### config.mk
export PLATFORM = sky130hd
export DESIGN_NAME = neuron_flat
export DESIGN_NICKNAME = d
export VERILOG_FILES = /design/src/rtl/neuron_pkg.sv /design/src/rtl/neuron_if.sv /design/src/rtl/neuron_unit.sv /design/src/rtl/neuron.sv /design/src/flat_wrapper.sv
export SDC_FILE = /design/constraint.sdc
export NUM_CORES = 1
export LEC_CHECK = 0
export BUFFER_PORTS_ARGS = -buffer_cell sky130_fd_sc_hd__buf_2
export CORE_AREA = 2 2 39 41
export CTS_CLUSTER_SIZE = 24
export DETAILED_ROUTE_END_ITERATION = 16
export DIE_AREA = 0 0 41 43
export MAX_ROUTING_LAYER = met4
export PLACE_DENSITY = 0.6
export SETUP_SLACK_MARGIN = 0.5
export SLEW_MARGIN = 20
export SYNTH_ARGS = -nofsm -noshare
export SYNTH_HDL_FRONTEND = slang
export SYNTH_SLANG_ARGS = --single-unit
### constraint.sdc
create_clock -name bus_io_in -period 0.8 [get_ports bus_io_in]
set_input_delay 0.08 -clock bus_io_in [delete_from_list [all_inputs] [get_ports bus_io_in]]
set_output_delay 0.08 -clock bus_io_in [all_outputs]
set_load 0.02 [all_outputs]
### src/rtl/neuron_pkg.sv
// Shared widths, signed arithmetic types and the step activation for the neuron tile.
package neuron_pkg;

    localparam int IN_W   = 4;
    localparam int WT_W   = 4;
    localparam int BIAS_W = 8;
    localparam int ACC_W  = 10;

    typedef logic signed [WT_W-1:0]   wt_t;
    typedef logic signed [BIAS_W-1:0] bias_t;
    typedef logic signed [ACC_W-1:0]  acc_t;

    function automatic logic step_fire(input acc_t acc);
        return (acc >= acc_t'(0));
    endfunction

endpackage

### src/rtl/neuron_if.sv
// Tile I/O bundle: io_in carries clock, reset and data; io_out carries the result.
interface neuron_if;

    logic [7:0] io_in;
    logic [7:0] io_out;

    modport master (output io_in, input io_out);
    modport slave  (input io_in, output io_out);

endinterface

### src/rtl/neuron_unit.sv
// Two-input weighted-sum neuron with a registered step output.
// With NEURON_DEBUG_EN defined it also exposes its registered accumulator.
module neuron_unit
    import neuron_pkg::*;
#(
    parameter int    IN_WIDTH = IN_W,
    parameter wt_t   WA       = wt_t'(1),
    parameter wt_t   WB       = wt_t'(1),
    parameter bias_t B        = bias_t'(0)
) (
    input  logic                i_clk,
    input  logic                i_rst_n,
    input  logic [IN_WIDTH-1:0] i_a,
    input  logic [IN_WIDTH-1:0] i_b,
`ifdef NEURON_DEBUG_EN
    output acc_t                o_acc,
`endif
    output logic                o_fire
);

    acc_t w_a;
    acc_t w_b;
    acc_t w_acc;
    logic r_fire;

    // Inputs are unsigned; zero-extend before the signed multiply.
    assign w_a   = acc_t'({{(ACC_W-IN_WIDTH){1'b0}}, i_a});
    assign w_b   = acc_t'({{(ACC_W-IN_WIDTH){1'b0}}, i_b});
    assign w_acc = w_a * acc_t'(WA) + w_b * acc_t'(WB) + acc_t'(B);

    always_ff @(posedge i_clk or negedge i_rst_n) begin
        if (!i_rst_n) begin
            r_fire <= 1'b0;
        end else begin
            r_fire <= step_fire(w_acc);
        end
    end

    assign o_fire = r_fire;

`ifdef NEURON_DEBUG_EN
    acc_t r_acc;

    always_ff @(posedge i_clk or negedge i_rst_n) begin
        if (!i_rst_n) begin
            r_acc <= '0;
        end else begin
            r_acc <= w_acc;
        end
    end

    assign o_acc = r_acc;
`endif

endmodule

### src/rtl/neuron.sv
// Fixed-weight 2-2-1 step network on an 8-bit tile bus; io_out[0] is the band detector.
// Define NEURON_DEBUG_EN to expose n1, n2 and n3's accumulator on io_out[7:1].
module neuron
    import neuron_pkg::*;
#(
    parameter wt_t   W10 = wt_t'(1),
    parameter wt_t   W11 = wt_t'(1),
    parameter bias_t B1  = bias_t'(-4),
    parameter wt_t   W20 = wt_t'(1),
    parameter wt_t   W21 = wt_t'(1),
    parameter bias_t B2  = bias_t'(-12),
    parameter wt_t   W31 = wt_t'(2),
    parameter wt_t   W32 = wt_t'(-2),
    parameter bias_t B3  = bias_t'(-1)
) (
    neuron_if.slave bus
);

    logic            w_clk;
    logic            w_rst_n;
    logic [IN_W-1:0] w_x0;
    logic [IN_W-1:0] w_x1;
    logic            w_n1;
    logic            w_n2;
    logic            w_n3;

    // x0 and x1 deliberately overlap on io_in[5:4].
    assign w_clk   = bus.io_in[0];
    assign w_rst_n = bus.io_in[1];
    assign w_x0    = bus.io_in[5:2];
    assign w_x1    = bus.io_in[7:4];

    neuron_unit #(.IN_WIDTH(IN_W), .WA(W10), .WB(W11), .B(B1)) u_n1 (
        .i_clk   (w_clk),
        .i_rst_n (w_rst_n),
        .i_a     (w_x0),
        .i_b     (w_x1),
`ifdef NEURON_DEBUG_EN
        .o_acc   (),
`endif
        .o_fire  (w_n1)
    );

    neuron_unit #(.IN_WIDTH(IN_W), .WA(W20), .WB(W21), .B(B2)) u_n2 (
        .i_clk   (w_clk),
        .i_rst_n (w_rst_n),
        .i_a     (w_x0),
        .i_b     (w_x1),
`ifdef NEURON_DEBUG_EN
        .o_acc   (),
`endif
        .o_fire  (w_n2)
    );

`ifdef NEURON_DEBUG_EN
    acc_t w_acc3;
    logic r_n1_d;
    logic r_n2_d;
`endif

    neuron_unit #(.IN_WIDTH(1), .WA(W31), .WB(W32), .B(B3)) u_n3 (
        .i_clk   (w_clk),
        .i_rst_n (w_rst_n),
        .i_a     (w_n1),
        .i_b     (w_n2),
`ifdef NEURON_DEBUG_EN
        .o_acc   (w_acc3),
`endif
        .o_fire  (w_n3)
    );

`ifdef NEURON_DEBUG_EN
    // n1/n2 are delayed one stage so the debug view matches the n3 they produced.
    always_ff @(posedge w_clk or negedge w_rst_n) begin
        if (!w_rst_n) begin
            r_n1_d <= 1'b0;
            r_n2_d <= 1'b0;
        end else begin
            r_n1_d <= w_n1;
            r_n2_d <= w_n2;
        end
    end

    assign bus.io_out = {w_acc3[ACC_W-1], w_acc3[3:0], r_n2_d, r_n1_d, w_n3};
`else
    assign bus.io_out = {7'b0, w_n3};
`endif

endmodule

### src/flat_wrapper.sv
// flat-port wrapper written by rule: the top's interface ports become plain ports
module neuron_flat import neuron_pkg::*;
#(
    parameter wt_t   W10 = wt_t'(1),
    parameter wt_t   W11 = wt_t'(1),
    parameter bias_t B1  = bias_t'(-4),
    parameter wt_t   W20 = wt_t'(1),
    parameter wt_t   W21 = wt_t'(1),
    parameter bias_t B2  = bias_t'(-12),
    parameter wt_t   W31 = wt_t'(2),
    parameter wt_t   W32 = wt_t'(-2),
    parameter bias_t B3  = bias_t'(-1)
)
  (bus_io_in, bus_io_out);
  neuron_if bus_i ();
  input wire logic [$bits(bus_i.io_in)-1:0] bus_io_in;
  output wire logic [$bits(bus_i.io_out)-1:0] bus_io_out;
  assign bus_i.io_in = bus_io_in;
  assign bus_io_out = bus_i.io_out;
  neuron #(.W10(W10), .W11(W11), .B1(B1), .W20(W20), .W21(W21), .B2(B2), .W31(W31), .W32(W32), .B3(B3)) u_core (.bus(bus_i));
endmodule
Yosys cells after proc, flatten, opt, wreduce, memory -nomap -nowiden
Cells that the tools add are included.

Output and inout port bits: 8. Word-level logic and storage cells: 12. Register bits after elaboration: 3.

Order comparisons: 3. Add/sub/neg operators: 6.

Operator list (count): $ge 10x1->1 const B (2); $add 10x1->10 const B (1); $add 10x5->10 const B (1); $add 3x10->10 (1); $neg 1->9 (1); $add 6x3->7 const B (1); $ge 7x1->1 const B (1); $add 4x4->5 (1).

Logic depth before layout (Yosys ltp)
Gate-level depths: netlist of run 1.

Depth after elaboration: 4. Mapped depth: 8. Gate-level depth less buffers: 8.

Modules after synthesis
Synthesis of run 1 repeated with hierarchy kept, for this count alone.

Cells, all modules: 54. Area total of the unflattened synthesis: 491.7 sq um.

Modules (own cells, without submodules): neuron_unit at u_core.u_n1 (cells an instance 22, area an instance 195.2 sq um, instances 1); neuron_unit at u_core.u_n2 (cells an instance 21, area an instance 193.9 sq um, instances 1); neuron (cells an instance 9, area an instance 63.8 sq um, instances 1); neuron_unit at u_core.u_n3 (cells an instance 2, area an instance 38.8 sq um, instances 1).

Worst setup path after synthesis of run 1
OpenSTA, ideal clock, no wires.

Path type: reg2out. From: register u_core.u_n3.r_fire, in the netlist u_core.u_n3.o_fire. To: output bus_io_out[0]. Stages on the path, launching flop included: 2. Path slack: 0.238 ns. Required time: 0.720 ns. Arrival time: 0.482 ns. Cell sequence: dfrtp_1 buf_4.

RTL lines: start, declared (line neuron_unit.sv:24) `logic r_fire;`; start signal, assigned (line neuron_unit.sv:35) `r_fire <= step_fire(w_acc);`; end, declared (line flat_wrapper.sv:17) `output wire logic [$bits(bus_i.io_out)-1:0] bus_io_out;`.

No word-level cell between the ends.

==> metrics, run 1 <==
die area=approximately 0.0018 mm2; Cell Pwr Density=a little under 9000 mW/mm2; Clock Skews=0.00314 ns; multiplexer area fraction after synthesis=0.0275; XOR/XNOR Fraction of Synth Area=0; number of flops mapped to enable cells by yosys=0; Slew Limit Fails=0; largest net degree at the start of global routing=7; Yosys top cell by area=dfrtp_1; area grow syn2layout=128%; setup ws final=-1.12 ns; Fillers=between 100 and 150; delay-heaviest family, CP=buffers and inverters; failing checks=hold timing, setup timing; chip height=43 um; Worst Path Required=0.95 ns; Synth async-reset ratio=1.00; startpoint types=clock port; number of port buffers=1; # diodes=0; Yosys Warn Count=0; Post-Synth Adder-Cell Area=0.227; Rows=14; RR Startpoint=u_core.u_n1.o_fire; top-count cell post-synth=buf_4; initial antenna violation count=0; final WL=roughly 2000 um; Worst-path clk slew=~0.040 ns; Worst Path Buf+Inv=7; Initial Utilization=0.263; DR DRC count=0; Hold Violations, Final=3; CP peak stage delay=about 0.23 ns; Comb pwr share=0.004; I/O pins=16; Leakage=approximately 0.00042 uW; total gr overflow=0; CTS hold repair buffers=0; Core ar.=approximately 0.0014 mm2; crit path max fanout=3; R2R depth=1; share of layout cells above drive strength 1=0.656; vias post-DR=between 500 and 600; GPL Wtd Cong=approximately 0.66; Pint=between 4000 and 5000 uW; Max-Cap Viols=0; CTS tree=yes; unrepaired setup endpoints after global routing=true; Post-synth top cells=buf_4 (8), ha_1 (5), inv_1 (5); DRT antenna net count=0; Post-Synthesis Cells=around 40; Synth area leaders=dfrtp_1 (21%), ha_1 (17%), buf_4 (16%); status=finished, violations left; clk_lat worst skew=~0.25 ns; reg-to-reg slack, setup=around 0.22 ns; area share of the largest cell type after synthesis=0.206; Tightest Hold Check Type=clock port to asynchronous set/reset pin; CP most frequent cell=buf_8; chip width=41 um; Synth Area in Compound Gates=0.175; critical path, cell by cell=buf_8 -> buf_8 -> ha_4 -> buf_8 -> buf_8 -> buf_8 -> inv_4 -> fa_2 -> nor2b_4 -> a21oi_2 -> o211ai_2 -> ha_2 -> inv_2; global-route wire length before repair=about 2900 um; switch share=0.382; predominant post-synthesis flop cell=dfrtp_1; vias in the first global route=around 850; Sw Pwr=about 2700 uW; register area share after synthesis=0.206; hold_ws=-0.326 ns; post-synthesis register bit count=3; Pwr Total=between 7000 and 8000 uW; Worst VDD drop=2980 uV; crit end category=register; Post-Synth Simple-Gate Area=0.137; post-layout util=0.599; capture point of the worst reg-to-reg path=u_core.u_n3.o_fire; total track usage=0.261; fin nets=98; vias per inst=roughly 5.5; synth unique cells=19; main combinational cell family by area after synthesis=adder cells; drt first pass iters=10; slowest library cell on the worst path=fa_2; Sequential Power Share=0.023; Crit Path Category=clock port to register; CP Data Arrival Time=between 2 and 2.5 ns; synthesized cell area=between 300 and 400 um2; Layout Cells excl Fill=106; placed cell count=56; syn_area_per_cell=about 9 um2; WL/cell=between 15 and 20 um; drt first-iter violations=96; final setup fails=3; part of the power in the clock network=0.973
## sequential cells by signal, summed over array words and instances, names as in the netlist
register / count
u_core.u_n1.o_fire: 1
u_core.u_n2.o_fire: 1
u_core.u_n3.o_fire: 1
## power by group through the flow
stage | sequential [uW] | combinational, uW | clock, uW
2_1_floorplan | 166 | 54.7 | 1660
3_3_place_gp | 166 | 28.4 | 1660
3_5_place_dp | 166 | 28.4 | 1660
4_1_cts | 162 | 28.4 | 6660
5_1_grt | 162 | 31.9 | 7390
6_report | 162 | 30.2 | 6980
## worst max-delay path by stage
stage | start | to | slack [ns] | depth (start not counted)
6_report | bus_io_in[4] | u_core.u_n1.o_fire | -1.12 | 13
5_1_grt | bus_io_in[4] | u_core.u_n1.o_fire | -1.17 | 13
4_1_cts | bus_io_in[4] | u_core.u_n1.o_fire | -1.15 | 13
3_5_place_dp | bus_io_in[4] | u_core.u_n1.o_fire | -0.69 | 6
3_3_place_gp | bus_io_in[4] | u_core.u_n1.o_fire | -0.69 | 6
2_1_floorplan | bus_io_in[4] | u_core.u_n1.o_fire | -0.69 | 6
## placed cells by master, fill, tap and decap left out, types with 2 or more instances in the layout
| cell type | netlist | routed |
|---|---|---|
| a21oi_2 | 1 | 2 |
| clkbuf_4 | 0 | 34 |
| ha_1 | 5 | 2 |
| buf_8 | 0 | 5 |
| conb_1 | 1 | 7 |
| nor2_1 | 2 | 2 |
| dfrtp_1 | 3 | 3 |
| buf_4 | 8 | 3 |
| a21oi_1 | 3 | 2 |
| clkbuf_1 | 0 | 4 |
| nand3b_1 | 2 | 2 |
| ha_4 | 0 | 2 |
| inv_1 | 5 | 3 |
## cell type report
cell class / count / area, um2 / area share
timing repair buffer: 1 / 11.3 / 0.0136
multi-input combinational: 31 / 290 / 0.350
clock inverter: 8 / 60.1 / 0.0724
sequential: 3 / 75.1 / 0.0905
tap: 16 / 20.0 / 0.0241
clock buffer: 47 / 373 / 0.449
## per-stage QoR
stage	setup TNS, ns	hold WS, ns	setup slack [ns]	instance area [um2]
after floorplan	-1.16	-0.296	-0.693	432
after global placement	-1.16	-0.296	-0.693	393
after detailed placement	-1.16	-0.296	-0.693	393
after CTS	-2.19	-0.315	-1.15	815
after global routing	-2.23	-0.319	-1.17	830
final	-2.11	-0.326	-1.12	830
## logic make-up (layout without fill, tap and decap cells)
group / Yosys count / in the layout
compound gates: 9 / 9
fa+ha+maj: 6 / 6
buf+inv: 13 / 56
flops: 3 / 3
mux: 1 / 1
other cells: 1 / 7
simple gates: 8 / 8
## metal layers
| layer | share of wire | GRT usage |
|---|---|---|
| met1 | 0.29 | 0.0863 |
| met2 | 0.39 | 0.253 |
| met3 | 0.18 | 0.382 |
| met4 | 0.14 | 0.487 |
| met5 | 0 | - |
## what timing repair did
action                     4_1_cts  5_1_grt
pin swaps                        6        5
setup endpoints to repair        4        4
buffers inserted                 2        0
gates resized for setup         11        7
(Power assumes the default switching activity.)
==> run 2: changes to the inputs <==
- PLACE_DENSITY: 0.6 -> 0.53
==> metrics, run 2 (synthesis results as in run 1) <==
Hold Violations, Final=3 (unchanged); grt met1 use=0.0513 (was 0.0863); CTS tree=yes (unchanged); share of layout cells above drive strength 1=0.656 (unchanged); Rows=14 (unchanged); CP peak stage delay=0.22 ns (was 0.23 ns); # diodes=0 (unchanged); setup TNS=-2.05 ns (was -2.11 ns); Layout Cells excl Fill=106 (unchanged); largest net degree at the start of global routing=7 (unchanged); failing checks=DRC, hold timing, setup timing (was hold timing, setup timing); Worst-path clk slew=0.04 ns (about the same); startpoint types=clock port (unchanged); number of port buffers=1 (unchanged); final setup fails=2 (was 3); Cell Pwr Density=8170 mW/mm2 (was 8640 mW/mm2); die area=0.00176 mm2 (unchanged); vias per inst=4.95 (was 5.53); clk_lat worst skew=0.23 ns (was 0.25 ns); crit path max fanout=3 (unchanged); commonest cells after routing, fill and taps aside=clkbuf_4 (35), conb_1 (7), buf_8 (5) (was clkbuf_4 (34), conb_1 (7), buf_8 (5)); R2R depth=1 (unchanged); Leakage=0.000425 uW (was 0.000422 uW); Worst VDD drop=4680 uV (was 2980 uV); fin nets=98 (unchanged); total track usage=0.251 (was 0.261); DRT antenna net count=0 (unchanged); met3 usage=0.476 (was 0.382); multi-input logic area=280 um2 (was 290 um2); Max-Cap Viols=0 (unchanged); Initial Utilization=0.263 (unchanged); GPL Wtd Cong=0.706 (was 0.660); area grow syn2layout=125% (was 128%); delay-heaviest family, CP=buffers and inverters (unchanged); chip height=43 um (unchanged); reg-to-reg slack, setup=0.21 ns (was 0.22 ns); chip width=41 um (unchanged); DR DRC count=1 (was 0); busiest grt layer=met4 (unchanged); total gr overflow=0 (unchanged); setup ws final=-1.05 ns (was -1.12 ns); Critical Path Stages=13 (unchanged); status=finished, violations left (unchanged); slowest library cell on the worst path=fa_2 (unchanged); FF+latch area=75.1 um2 (unchanged); unrepaired setup endpoints after global routing=true (unchanged); Clock Skews=0.00488 ns (was 0.00314 ns); final WL=1550 um (was 2050 um); Worst Path Required=0.93 ns (was 0.95 ns); Crit Path Category=clock port to register (unchanged); global-route wire length before repair=2600 um (was 2890 um); vias post-DR=525 (was 586); Fillers=125 (was 102); drt first-iter violations=29 (was 96); Slew Limit Fails=0 (unchanged); WL/cell=14.6 um (was 19.3 um); vias in the first global route=898 (was 846); post-layout util=0.592 (was 0.599); I/O pins=16 (unchanged); hpwl dp=about 430 um; CP most frequent cell=buf_8 (unchanged); initial antenna violation count=0 (unchanged); Tightest Hold Check Type=clock port to asynchronous set/reset pin (unchanged); commonest non-fill, non-tap cell in the layout=clkbuf_4 (unchanged); placed cell count=56 (unchanged); met2 Use GR=0.138 (was 0.253); RR Startpoint=u_core.u_n1.o_fire (unchanged); capture point of the worst reg-to-reg path=u_core.u_n3.o_fire (unchanged); drt first pass iters=11 (was 10); CP Data Arrival Time=1.98 ns (was 2.06 ns); critical path, cell by cell=buf_8 -> buf_8 -> ha_4 -> buf_8 -> buf_8 -> buf_8 -> inv_4 -> fa_2 -> nor2b_4 -> a21oi_2 -> o211ai_2 -> ha_2 -> inv_2 (unchanged); CTS hold repair buffers=0 (unchanged); hold_ws=-0.311 ns (was -0.326 ns); Core ar.=0.00138 mm2 (unchanged); Worst Path Buf+Inv=7 (unchanged); crit end category=register (unchanged)
==> run 2: cell types whose count changed in the layout (fill, tap and decap cells not counted) <==
cell	change
mux2i_1	+1
ha_2	+1
clkbuf_4	+1
buf_4	-1
inv_1	+1
mux2i_4	-1
ha_1	-1
clkbuf_1	-1
==> run 2: what timing repair did <==
action                     in CTS  in global routing
gates resized for setup        11                  5
setup endpoints to repair       4                  4
setup buffers                   1                  1
pin swaps                       5                  4
==> run 2: stage by stage <==
stage | instance area, um2 | power, uW | worst slack, ns
floorplan | 432 | 1880 | -0.693
global placement | 393 | 1850 | -0.693
detailed placement | 393 | 1850 | -0.693
finish | 820 | 6700 | -1.05
CTS | 806 | 6570 | -1.11
global route | 820 | 7230 | -1.12
==> run 2: power breakdown <==
part | leakage (uW) | internal [uW] | switching [uW]
registers | 0.0000426 | 162 | 0
clock network | 0.000350 | 4140 | 2360
logic | 0.0000328 | 0 | 29.0
==> run 2: per-layer routing <==
metal,up-vias,part of all wire
li1,211,-
met1,230,0.30
met2,66,0.43
met3,18,0.18
met4,0,0.085
met5,-,0
==> run 2: cell type report <==
| cell class | instances | area share |
|---|---|---|
| repair buffers | 1 | 0.0137 |
| well taps | 16 | 0.0244 |
| clock inverters | 9 | 0.0779 |
| flip-flops and latches | 3 | 0.0916 |
| multi-input cells | 31 | 0.342 |
| clock buffers | 46 | 0.450 |
==> run 2: how the worst max path moves through the flow <==
stage	startpoint	endpoint	slack (ns)
floorplan	bus_io_in[4]	u_core.u_n1.o_fire	-0.69
global placement	bus_io_in[4]	u_core.u_n1.o_fire	-0.69
detailed placement	bus_io_in[4]	u_core.u_n1.o_fire	-0.69
CTS	bus_io_in[4]	u_core.u_n1.o_fire	-1.11
global route	bus_io_in[4]	u_core.u_n1.o_fire	-1.12
finish	bus_io_in[4]	u_core.u_n1.o_fire	-1.05
